==> config.mk <==
export PLATFORM = sky130hd
export DESIGN_NAME = gearbox_fifo
export DESIGN_NICKNAME = d
export VERILOG_FILES = /design/src/rtl/gearbox_pkg.sv /design/src/rtl/gearbox_sym_ram.sv /design/src/rtl/gearbox_fifo.sv
export SDC_FILE = /design/constraint.sdc
export NUM_CORES = 1
export LEC_CHECK = 0
export BUFFER_PORTS_ARGS = -buffer_cell sky130_fd_sc_hd__buf_2
export CAP_MARGIN = 15
export CORE_MARGIN = 2
export CORE_UTILIZATION = 55
export DETAILED_ROUTE_END_ITERATION = 10
export PLACE_DENSITY_LB_ADDON = 0.1
export SLEW_MARGIN = 20
export SYNTH_ARGS = -nofsm -noshare
export SYNTH_HDL_FRONTEND = slang
export SYNTH_HIERARCHICAL = 1
export SYNTH_SLANG_ARGS = --single-unit
export TNS_END_PERCENT = 50
==> constraint.sdc <==
create_clock -name clk -period 2.42 [get_ports clk]
set_input_delay 0.121 -clock clk [delete_from_list [all_inputs] [get_ports clk]]
set_output_delay 0.121 -clock clk [all_outputs]
set_load 0.02 [all_outputs]
==> src/rtl/gearbox_pkg.sv <==
// Shared constants and parameter-legality helpers for the gearbox FIFO.
// Derived sizes are computed from the instance parameters via these functions.
package gearbox_pkg;

  localparam int DIN_W_DEF = 2;
  localparam int RATIO_DEF = 4;
  localparam int ABITS_DEF = 3;

  function automatic int gb_depth(input int abits);
    return 1 << abits;
  endfunction

  function automatic int gb_words(input int abits, input int ratio);
    return (1 << abits) / ratio;
  endfunction

  function automatic int gb_lvl_w(input int abits);
    return abits + 1;
  endfunction

  function automatic int gb_wa(input int abits, input int ratio);
    int w;
    w = gb_words(abits, ratio);
    return (w > 1) ? $clog2(w) : 1;
  endfunction

  function automatic bit gb_ratio_ok(input int ratio);
    return (ratio >= 2) && ((ratio & (ratio - 1)) == 0);
  endfunction

  function automatic bit gb_depth_ok(input int abits, input int ratio);
    return (ratio <= (1 << abits)) && (((1 << abits) % ratio) == 0);
  endfunction

endpackage

==> src/rtl/gearbox_sym_ram.sv <==
// Symbol store: one symbol write port, one RATIO-symbol aligned word read port.
// A popped word is cleared so later flush padding reads back as zeros.
module gearbox_sym_ram
  import gearbox_pkg::*;
#(
  parameter int DIN_W = 2,
  parameter int RATIO = 4,
  parameter int ABITS = 3
) (
  input  logic                              clk,
  input  logic                              reset_n,
  input  logic                              we,
  input  logic [ABITS-1:0]                  waddr,
  input  logic [DIN_W-1:0]                  wdata,
  input  logic                              clr,
  input  logic [gb_wa(ABITS, RATIO)-1:0]    rword,
  output logic [RATIO*DIN_W-1:0]            rdata
);

  localparam int DEPTH = gb_depth(ABITS);
  localparam int RB    = $clog2(RATIO);

  logic [DIN_W-1:0] mem [DEPTH];

  // storage update: clear popped word, then accept the new symbol
  always_ff @(posedge clk or negedge reset_n) begin
    if (!reset_n) begin
      for (int i = 0; i < DEPTH; i++) mem[i] <= '0;
    end else begin
      if (clr) begin
        for (int i = 0; i < RATIO; i++)
          mem[(ABITS'(rword) << RB) | ABITS'(i)] <= '0;
      end
      if (we) mem[waddr] <= wdata;
    end
  end

  // aligned word read, first symbol in the low bits
  always_comb begin
    rdata = '0;
    for (int i = 0; i < RATIO; i++)
      rdata[i*DIN_W +: DIN_W] = mem[(ABITS'(rword) << RB) | ABITS'(i)];
  end

endmodule

==> src/rtl/gearbox_fifo.sv <==
// Width-converting FIFO: DIN_W-bit symbols in, RATIO packed symbols out.
// Optional flush padding and last tags are built when GEARBOX_FLUSH_EN is defined.
module gearbox_fifo
  import gearbox_pkg::*;
#(
  parameter int DIN_W = 2,
  parameter int RATIO = 4,
  parameter int ABITS = 3
) (
  input  logic                   clk,
  input  logic                   reset_n,
  input  logic                   write,
  input  logic                   read,
  input  logic                   flush,
  input  logic [DIN_W-1:0]       din,
  output logic                   empty,
  output logic                   full,
  output logic                   rd_avail,
  output logic [ABITS:0]         level,
  output logic [RATIO*DIN_W-1:0] dout,
  output logic                   dout_valid,
  output logic                   dout_last
);

  localparam int DEPTH = gb_depth(ABITS);
  localparam int LVL_W = gb_lvl_w(ABITS);
  localparam int WA    = gb_wa(ABITS, RATIO);
  localparam int RB    = $clog2(RATIO);

  if (!gb_ratio_ok(RATIO)) begin : g_bad_ratio
    $error("gearbox_fifo: RATIO must be a power of two >= 2");
  end
  if (!gb_depth_ok(ABITS, RATIO)) begin : g_bad_depth
    $error("gearbox_fifo: 2**ABITS must be a multiple of RATIO");
  end

  logic [ABITS-1:0]       wp, rp, wp_aw, wp_nx;
  logic [LVL_W-1:0]       lvl_aw, lvl_nx, pad;
  logic                   wr_ok, rd_ok, do_pad, last_nx;
  logic [WA-1:0]          rd_w, wp_w;
  logic [RATIO*DIN_W-1:0] rdata;

  assign empty    = (level == '0);
  assign full     = (level == LVL_W'(DEPTH));
  assign rd_avail = (level >= LVL_W'(RATIO));
  assign rd_w     = WA'(rp >> RB);
  assign wp_w     = WA'(wp_aw >> RB);

  // accept decisions and next pointer/level, flush applied after the write
  always_comb begin
    wr_ok  = write && !full;
    rd_ok  = read && rd_avail;
    lvl_aw = level + LVL_W'(wr_ok);
    wp_aw  = wp + ABITS'(wr_ok);
    pad    = '0;
    do_pad = 1'b0;
`ifdef GEARBOX_FLUSH_EN
    if (flush && (lvl_aw[RB-1:0] != '0)) begin
      do_pad = 1'b1;
      pad    = LVL_W'(RATIO) - LVL_W'(lvl_aw[RB-1:0]);
    end
`endif
    lvl_nx = lvl_aw + pad - (rd_ok ? LVL_W'(RATIO) : '0);
    wp_nx  = wp_aw + pad[ABITS-1:0];
  end

  // pointer and level registers
  always_ff @(posedge clk or negedge reset_n) begin
    if (!reset_n) begin
      wp    <= '0;
      rp    <= '0;
      level <= '0;
    end else begin
      wp    <= wp_nx;
      level <= lvl_nx;
      if (rd_ok) rp <= rp + ABITS'(RATIO);
    end
  end

`ifdef GEARBOX_FLUSH_EN
  logic [gb_words(ABITS, RATIO)-1:0] tags;

  // per-word last tags: cleared on pop, set on the padded word
  always_ff @(posedge clk or negedge reset_n) begin
    if (!reset_n) begin
      tags <= '0;
    end else begin
      if (rd_ok)  tags[rd_w] <= 1'b0;
      if (do_pad) tags[wp_w] <= 1'b1;
    end
  end

  assign last_nx = tags[rd_w];
`else
  logic unused_flush;
  assign unused_flush = flush ^ do_pad ^ (|wp_w);
  assign last_nx      = 1'b0;
`endif

  gearbox_sym_ram #(
    .DIN_W (DIN_W),
    .RATIO (RATIO),
    .ABITS (ABITS)
  ) u_ram (
    .clk     (clk),
    .reset_n (reset_n),
    .we      (wr_ok),
    .waddr   (wp),
    .wdata   (din),
    .clr     (rd_ok),
    .rword   (rd_w),
    .rdata   (rdata)
  );

  // registered output word with one-cycle valid pulse
  always_ff @(posedge clk or negedge reset_n) begin
    if (!reset_n) begin
      dout       <= '0;
      dout_valid <= 1'b0;
      dout_last  <= 1'b0;
    end else begin
      dout_valid <= rd_ok;
      if (rd_ok) begin
        dout      <= rdata;
        dout_last <= last_nx;
      end
    end
  end

endmodule

After elaboration in Yosys (flattened, before gate mapping)
Cells that the tools add are included.
Widths: inputs -> output; s select.
{"block": "totals", "regBits": 35, "inputBits": 7, "out_inout_bits": 17, "elab_cells": 77}
{"block": "op_classes", "addsub": 4, "magnitude_cmp": 11, "eq_ne": 1, "n_mux": 26, "bitwise": 13, "n_reduce_logical": 9}
{"cell": "$and 16x16->16", "count": 4}
{"cell": "$not 16->16", "count": 4}
{"cell": "$mux 16", "count": 2}
{"cell": "$demux 2 s3", "count": 5}
{"cell": "$mux 2", "count": 13}
{"cell": "$bmux 2 s3", "count": 4}
{"cell": "$ge 4x4->1 const B", "count": 5}
{"cell": "$lt 4x1->1 const B", "count": 5}
{"cell": "$not 3->4", "count": 5}
{"cell": "$bwmux 16", "count": 1}
{"cell": "$logic_and 1x1->1", "count": 7}
{"cell": "$add 4x1->4", "count": 1}
{"cell": "$eq 4x4->1 const B", "count": 1}
{"cell": "$ge 4x3->1 const B", "count": 1}
{"cell": "$logic_not 4->1", "count": 1}
{"cell": "$sub 4x3->4", "count": 1}
{"cell": "$add 3x1->3", "count": 1}
{"cell": "$add 3x3->3 const B", "count": 1}
{"cell": "$mux 3", "count": 1}
{"cell": "$logic_not 1->1", "count": 1}

Longest topological paths before layout
Gate-level depths: netlist (run 1).
{"block": "depth", "depth_word": 13, "mapped_depth": 7, "ltp_nobuf": 6}

By module
The synthesis (run 1) kept the hierarchy.
{"mod": "gearbox_sym_ram", "n_inst": 1, "cells_each": 77, "area_per_inst_um2": 810.8, "seq_area_each_um2": 400.4}
{"mod": "gearbox_fifo", "n_inst": 1, "cells_each": 52, "area_per_inst_um2": 775.7, "seq_area_each_um2": 425.4}

Least setup slack after synthesis (run 1)
OpenSTA, ideal clock, no wires.
{"block": "synth_timing", "path_kind": "register -> register", "startpoint": "reg level[1]", "endpoint": "reg level[3]", "setup_time_ns": 0.080, "t_arrival_ns": 2.025, "required_time_ns": 2.340, "slack_ns": 0.315, "stages_incl_launch_ff": 6, "n_path_buf": 0, "synth_period_minus_slack_ns": 2.105, "cell_sequence": "dfrtp_1 nor4b_2 nor2b_1 ha_1 a211oi_1 xnor2_1"}
{"block": "synth_via", "elab_chain_len": 5, "elab_cells_between_ends": 8, "classes_between": "add/sub (2); order compare (1); eq/ne (1); mux (1); reduce/logical (3)"}
{"item": "start, declared", "line": "gearbox_fifo.sv:19", "text": "output logic [ABITS:0] level,"}
{"item": "start signal, assigned", "line": "gearbox_fifo.sv:75", "text": "level <= lvl_nx;"}
{"item": "$eq 4x4->1", "line": "gearbox_fifo.sv:44", "text": "assign full = (level == LVL_W'(DEPTH));"}
{"item": "named net full", "line": "gearbox_fifo.sv:17", "text": "output logic full,"}
{"item": "$logic_not 1->1", "line": "gearbox_fifo.sv:51", "text": "wr_ok = write && !full;"}
{"item": "$logic_and 1x1->1", "line": "gearbox_fifo.sv:51"}
{"item": "named net wr_ok", "line": "gearbox_fifo.sv:39", "text": "logic wr_ok, rd_ok, do_pad, last_nx;"}
{"item": "$add 4x1->4", "line": "gearbox_fifo.sv:53", "text": "lvl_aw = level + LVL_W'(wr_ok);"}
{"item": "$sub 4x3->4", "line": "gearbox_fifo.sv:63", "text": "lvl_nx = lvl_aw + pad - (rd_ok ? LVL_W'(RATIO) : '0);"}
{"item": "named net lvl_nx[3]", "line": "gearbox_fifo.sv:38", "text": "logic [LVL_W-1:0] lvl_aw, lvl_nx, pad;"}
The timed path passes the listed nets, and every way through them passes these cells.
A chain may end at the register's enable or synchronous reset.

Worst setup path after layout (run 1)
{"block": "layout_timing", "startpoint": "reg level[1]", "endpoint": "reg wp[2]"}
{"block": "layout_via", "elab_chain_len": 4}
{"item": "$eq 4x4->1", "line": "gearbox_fifo.sv:44"}
{"item": "$logic_not 1->1", "line": "gearbox_fifo.sv:51"}
{"item": "$logic_and 1x1->1", "line": "gearbox_fifo.sv:51"}
{"item": "named net wr_ok", "line": "gearbox_fifo.sv:39"}
{"item": "$add 3x1->3", "line": "gearbox_fifo.sv:54", "text": "wp_aw = wp + ABITS'(wr_ok);"}
{"item": "named net wp_aw[2]", "line": "gearbox_fifo.sv:37", "text": "logic [ABITS-1:0] wp, rp, wp_aw, wp_nx;"}
{"item": "end signal, assigned", "line": "gearbox_fifo.sv:74", "text": "wp <= wp_nx;"}
{"item": "end, declared", "line": "gearbox_fifo.sv:37"}
The timed path passes the listed nets, and every way through them passes these cells.

==> results of run 1 <==
-- cells in the mapped netlist, drive strengths merged --
cell | number | area, sq um
dfrtp | 33 | 826
nand2 | 16 | 62.6
inv | 7 | 26.3
a211oi | 1 | 7.51
nand2b | 1 | 6.26
nor2b | 1 | 6.26
buf | 4 | 33.8
o21ai | 15 | 78.8
ha | 8 | 100
nor3 | 2 | 15.0
nand4b | 3 | 26.3
or2 | 1 | 6.26
nor4b | 2 | 38.8
mux2i | 2 | 20.0
xnor2 | 3 | 26.3
conb | 1 | 3.75
nand4 | 1 | 6.26
and4bb | 2 | 32.5
xor2 | 2 | 17.5
nand3 | 8 | 40.0
mux2 | 16 | 206
-- routing by layer --
metal | part of all wire | vias to the layer above | global-route usage | wire [um]
met3 | 0.025 | 7 | 0.0469 | 64
met1 | 0.52 | 488 | 0.284 | 1350
met4 | 0.018 | 0 | 0.0797 | 46
met2 | 0.43 | 12 | 0.255 | 1120
li1 | - | 502 | - | -
met5 | 0 | - | 0 | 0
-- registers in the layout (all words and copies together) (netlist names) --
name and count:
dout 8, dout_valid 1, u_ram/mem 16, level 4
rp 1, wp 3
-- power groups by stage --
| stage | sequential [mW] | clock, mW | combinational [mW] |
|---|---|---|---|
| after global routing | 1.06 | 0.322 | 1.07 |
| after floorplan | 1.07 | 0 | 0.667 |
| after CTS | 1.02 | 0.298 | 0.955 |
| final | 1.02 | 0.289 | 0.941 |
| after global placement | 1.01 | 0 | 0.925 |
| after detailed placement | 1.03 | 0 | 0.950 |
-- cells by family (layout without fill, tap and decap cells) --
logic type / count (synthesis) / after routing / synth area share
mux: 18 / 18 / 0.143
flops: 33 / 33 / 0.521
xor+xnor: 5 / 5 / 0.0276
simple gates: 37 / 37 / 0.151
buf+inv: 11 / 39 / 0.0379
other cells: 1 / 1 / 0.00236
compound gates: 16 / 16 / 0.0544
fa+ha+maj: 8 / 8 / 0.0631
-- worst paths after layout --
check                                    end  cells after the start     start
worst max-delay path                   wp[2]                      6  level[1]
worst min-delay path            u_ram/mem[7]                      3    din[1]
worst max register to register         wp[2]                      6  level[1]
worst min register to register       dout[0]                      1   dout[0]
max in group asynchronous              wp[2]                      2   reset_n
min in group asynchronous            dout[4]                      2   reset_n
-- metrics by stage --
stage	setup WS, ps	total power, mW	utilization	area [sq um]
5_1_grt	541	2.45	0.643	1770
3_3_place_gp	736	1.94	0.621	1710
2_1_floorplan	315	1.74	-	1590
6_report	682	2.25	0.643	1770
3_5_place_dp	686	1.98	0.621	1710
4_1_cts	666	2.27	0.643	1770
-- final cells by class --
cell class	instances	area, sq um
fill	226	985
sequential	33	826
multi-input combinational	85	701
timing repair buffer	24	130
clock buffer	6	41.3
tap	31	38.8
inverter	7	26.3
clock inverter	2	10.0
-- worst max-delay path: stages, from the launching register on --
cell     delay (ps)
dfrtp_1         470
nor4b_2         330
nor2b_1         110
buf_4           180
ha_1            180
ha_1            190
xor2_1          160
==> metrics.txt, run 1 <==
worst-skew pair later-pin latency 320 ps; port bufs 21; effective utilization at floorplan 0.575; leading cell types in the layout, fill and taps excluded 33 x dfrtp_1, 21 x buf_2, 15 x nand2_1; combinational power share 0.419; GRT Total Usage 0.187; drt drc 0; sequential element share of the synthesized area 0.521; post-cts hold buffer count 1; row cnt 19; commonest non-fill, non-tap cell in the layout dfrtp_1; Lkg Pwr 0.886 nW; final hold vios 0; Post-CTS Repair Setup Buffers 0; Seq pwr share 0.453; vias in the first global route 1022; Sinks on Clock Net 33; minimum clock period 1740 ps; flops & latches, synth 33; Antenna Nets Post-Route 0; Critical Path RT 2620 ps; Slew Limit Headroom 0.524; crit path DAT 1930 ps; switching power 0.887 mW; grt ovf 0; initial antenna violation count 0; crit start category flop; I/O Pins 24; Syn. warnings 6; DR iter-0 viols 29; pin count of the biggest net entering global routing 34; TritonCTS clock tree yes; hold slack 50.9 ps; drt via density 5.37; Slew @ Worst Pin 714 ps; worst vdd ir 861 uV; DP Wirelength 1.78 mm; core area 2760 sq um; status finished, final reports clean; depth of the CTS H-tree 2; RSZ-0062 raised after global routing no; Period Utilization, post-route 0.718; hold crit path type in -> reg; Reg clk slew, reported paths 90 ps; Crit. End Element flop; crit-path max FO 9; synth-to-layout area growth 11.8%; diode count 0; Max Slew Vio Count 0; WS Path Type reg -> reg; fin nets 171; drt pass-1 iters 3; Die X 57.7 um; clock root cell clkbuf_4; Power per Cell Area 1270 nW/um^2; sw frac 0.395; share of cells above drive strength 1 0.344; Setup TNS Final 0 ps; Max Fclk 575 MHz; Max Cap Viol 0; GP Congestion 0.764; Netlist Area Pre-Place 1590 sq um; final setup fails 0; routed wire length 2.58 mm; die area 3330 sq um; R2R setup slack 680 ps; final cell count without fillers 188; clock skew 4.17 ps; vias 1009; cts repair resizes 0; global-route wire length before repair 4.69 mm; dpl cells 179; CTS Buf Count 5; number of distinct library cells after synthesis 27; Mapped Nets 144; synthesized instance count 129; routed length per instance 13.7 um; internal power 1.36 mW; clock share of power 0.128; CTS max path bufs 2; syn_area_per_cell 12.3 sq um; Die H 57.7 um
Power figures use the tool's default switching activity.
==> run 2, diff against run 1 <==
==> constraint.sdc (replaced) <==
create_clock -name clk -period 1.79 [get_ports clk]
set_input_delay 0.0895 -clock clk [delete_from_list [all_inputs] [get_ports clk]]
set_output_delay 0.0895 -clock clk [all_outputs]
set_load 0.02 [all_outputs]
==> run 2 against run 1 <==
  * Total power increased by 47%
  * Final cell count shrank 0.53%
  * Setup slack worse by 510 ps
  * Worst hold slack got worse by 29 ps
  * Core utilization is 1.9 points higher
  * Clock power up 98%
  * Sequential cell count is the same
  * Routed wire length grew 6.0%
  * Maximum frequency increased by 7.2%
  * First-iteration DRC count decreased by 17%
  * Non-clock buffer count down 1
  * Highest routed layer unchanged
==> metrics.txt, run 2 (synthesis results as in run 1) <==
die area 3330 sq um; grt ovf 0; pin count of the biggest net entering global routing 34; max reg flops 16; routed wire length 2.73 mm; DP Wirelength 1.98 mm; Slew Limit Headroom 0.512; Critical Path RT 1980 ps; Slew @ Worst Pin 733 ps; post-layout util 0.662; Sinks on Clock Net 33; RSZ-0062 raised after global routing no; DR iter-0 viols 24; final setup fails 0; hold crit path type in -> reg; I/O Pins 24; vias 1046; Post-CTS Repair Setup Buffers 0; worst-skew pair later-pin latency 330 ps; fin nets 170; commonest non-fill, non-tap cell in the layout dfrtp_1; drt drc 0; CTS Buf Count 5; routed length per instance 14.6 um; Lkg Pwr 0.903 nW; Antenna Nets Post-Route 0; Period Utilization, post-route 0.906; drt via density 5.59; row cnt 19; CTS max path bufs 2; drt pass-1 iters 4; crit-path max FO 10; Reg clk slew, reported paths 100 ps; leading cell types in the layout, fill and taps excluded 30 x dfrtp_1, 21 x buf_2, 15 x nand2_1; Die X 57.7 um; Die H 57.7 um; crit path DAT 1810 ps; Max Fclk 617 MHz; Most flops, register u_ram/mem; GRT Total Usage 0.187; core area 2760 sq um; pre-CTS setup slack 173 ps; port bufs 21; dpl cells 178; global-route wire length before repair 4.61 mm; GP Congestion 0.749; Setup TNS Final 0 ps; initial antenna violation count 0; synth-to-layout area growth 15.0%; minimum clock period 1620 ps; Max Cap Viol 0; effective utilization at floorplan 0.575; final hold vios 0; clock root cell clkbuf_4; Power per Cell Area 1810 nW/um^2; final cell count without fillers 187; worst vdd ir 1210 uV; final setup margin 168 ps; crit start category flop; depth of the CTS H-tree 2; Crit. End Element flop; Max Slew Vio Count 0; Largest regs u_ram/mem: 16 flops, dout: 8 flops, level: 4 flops; share of cells above drive strength 1 0.372; diode count 0; vias in the first global route 1023; status finished, final reports clean; WS Path Type reg -> reg; cts repair resizes 0; clock skew 8.28 ps; TritonCTS clock tree yes
==> run 2: cell count changes in the layout (fill, tap and decap cells not counted) <==
cell and change:
bufinv_16 +1, dfrtp_2 +3, dfrtp_1 -3, nor4b_2 -1, a211oi_2 +1, a211oi_1 -1
clkinv_2 -2, nor4b_4 +1, nor2b_4 +1, nor2b_1 -1, clkbuf_8 +1, buf_4 -1
==> run 2: report_power, final <==
part | switching [mW] | internal, mW
combinational | 0.669 | 0.658
clock | 0.239 | 0.333
sequential | 0.332 | 1.06
==> run 2: critical path: stages (launching register included) <==
cell and delay (ps):
dfrtp_2 450, nor4b_4 350, nor2b_4 130, ha_1 200, ha_1 190, xor2_1 170
==> run 2: stage by stage <==
stage                     power, mW  instance area [sq um]  hold WS (ps)
after detailed placement       2.75                   1730           180
after global placement         2.67                   1730           179
after CTS                      3.33                   1820          8.16
after global routing           3.53                   1820          2.61
after floorplan                2.40                   1610          -206
final                          3.29                   1820          22.3
==> run 2: routing by layer <==
layer  vias to the layer above  track usage  share of wire
met3                         7       0.0469          0.036
met4                         0       0.0997          0.019
met2                        16        0.299           0.51
met1                       521        0.233           0.44
li1                        502            -              -
met5                         -            0              0
==> run 2: cell type report <==
cell class                 count  area [sq um]
fill                         234           933
sequential                    33           830
multi-input combinational     85           722
timing repair buffer          23           123
clock buffer                   7          55.1
tap                           31          38.8
clock inverter                 1          30.0
inverter                       7          26.3
==> run 2: repair_timing <==
action                                  in CTS  in global routing
hold endpoints to repair                    33                  0
endpoints found under the setup margin       0                  0
hold buffers                                 1                  0
==> run 2: worst paths after layout <==
check	startpoint	to	slack [ps]	depth (start not counted)
min reg2reg	u_ram/mem[1]	u_ram/mem[1]	510	2
min	din[0]	u_ram/mem[14]	20	3
max	level[2]	wp[2]	170	5
max reg2reg	level[2]	wp[2]	170	5
max in group asynchronous	reset_n	level[0]	930	2
min in group asynchronous	reset_n	dout[4]	350	2
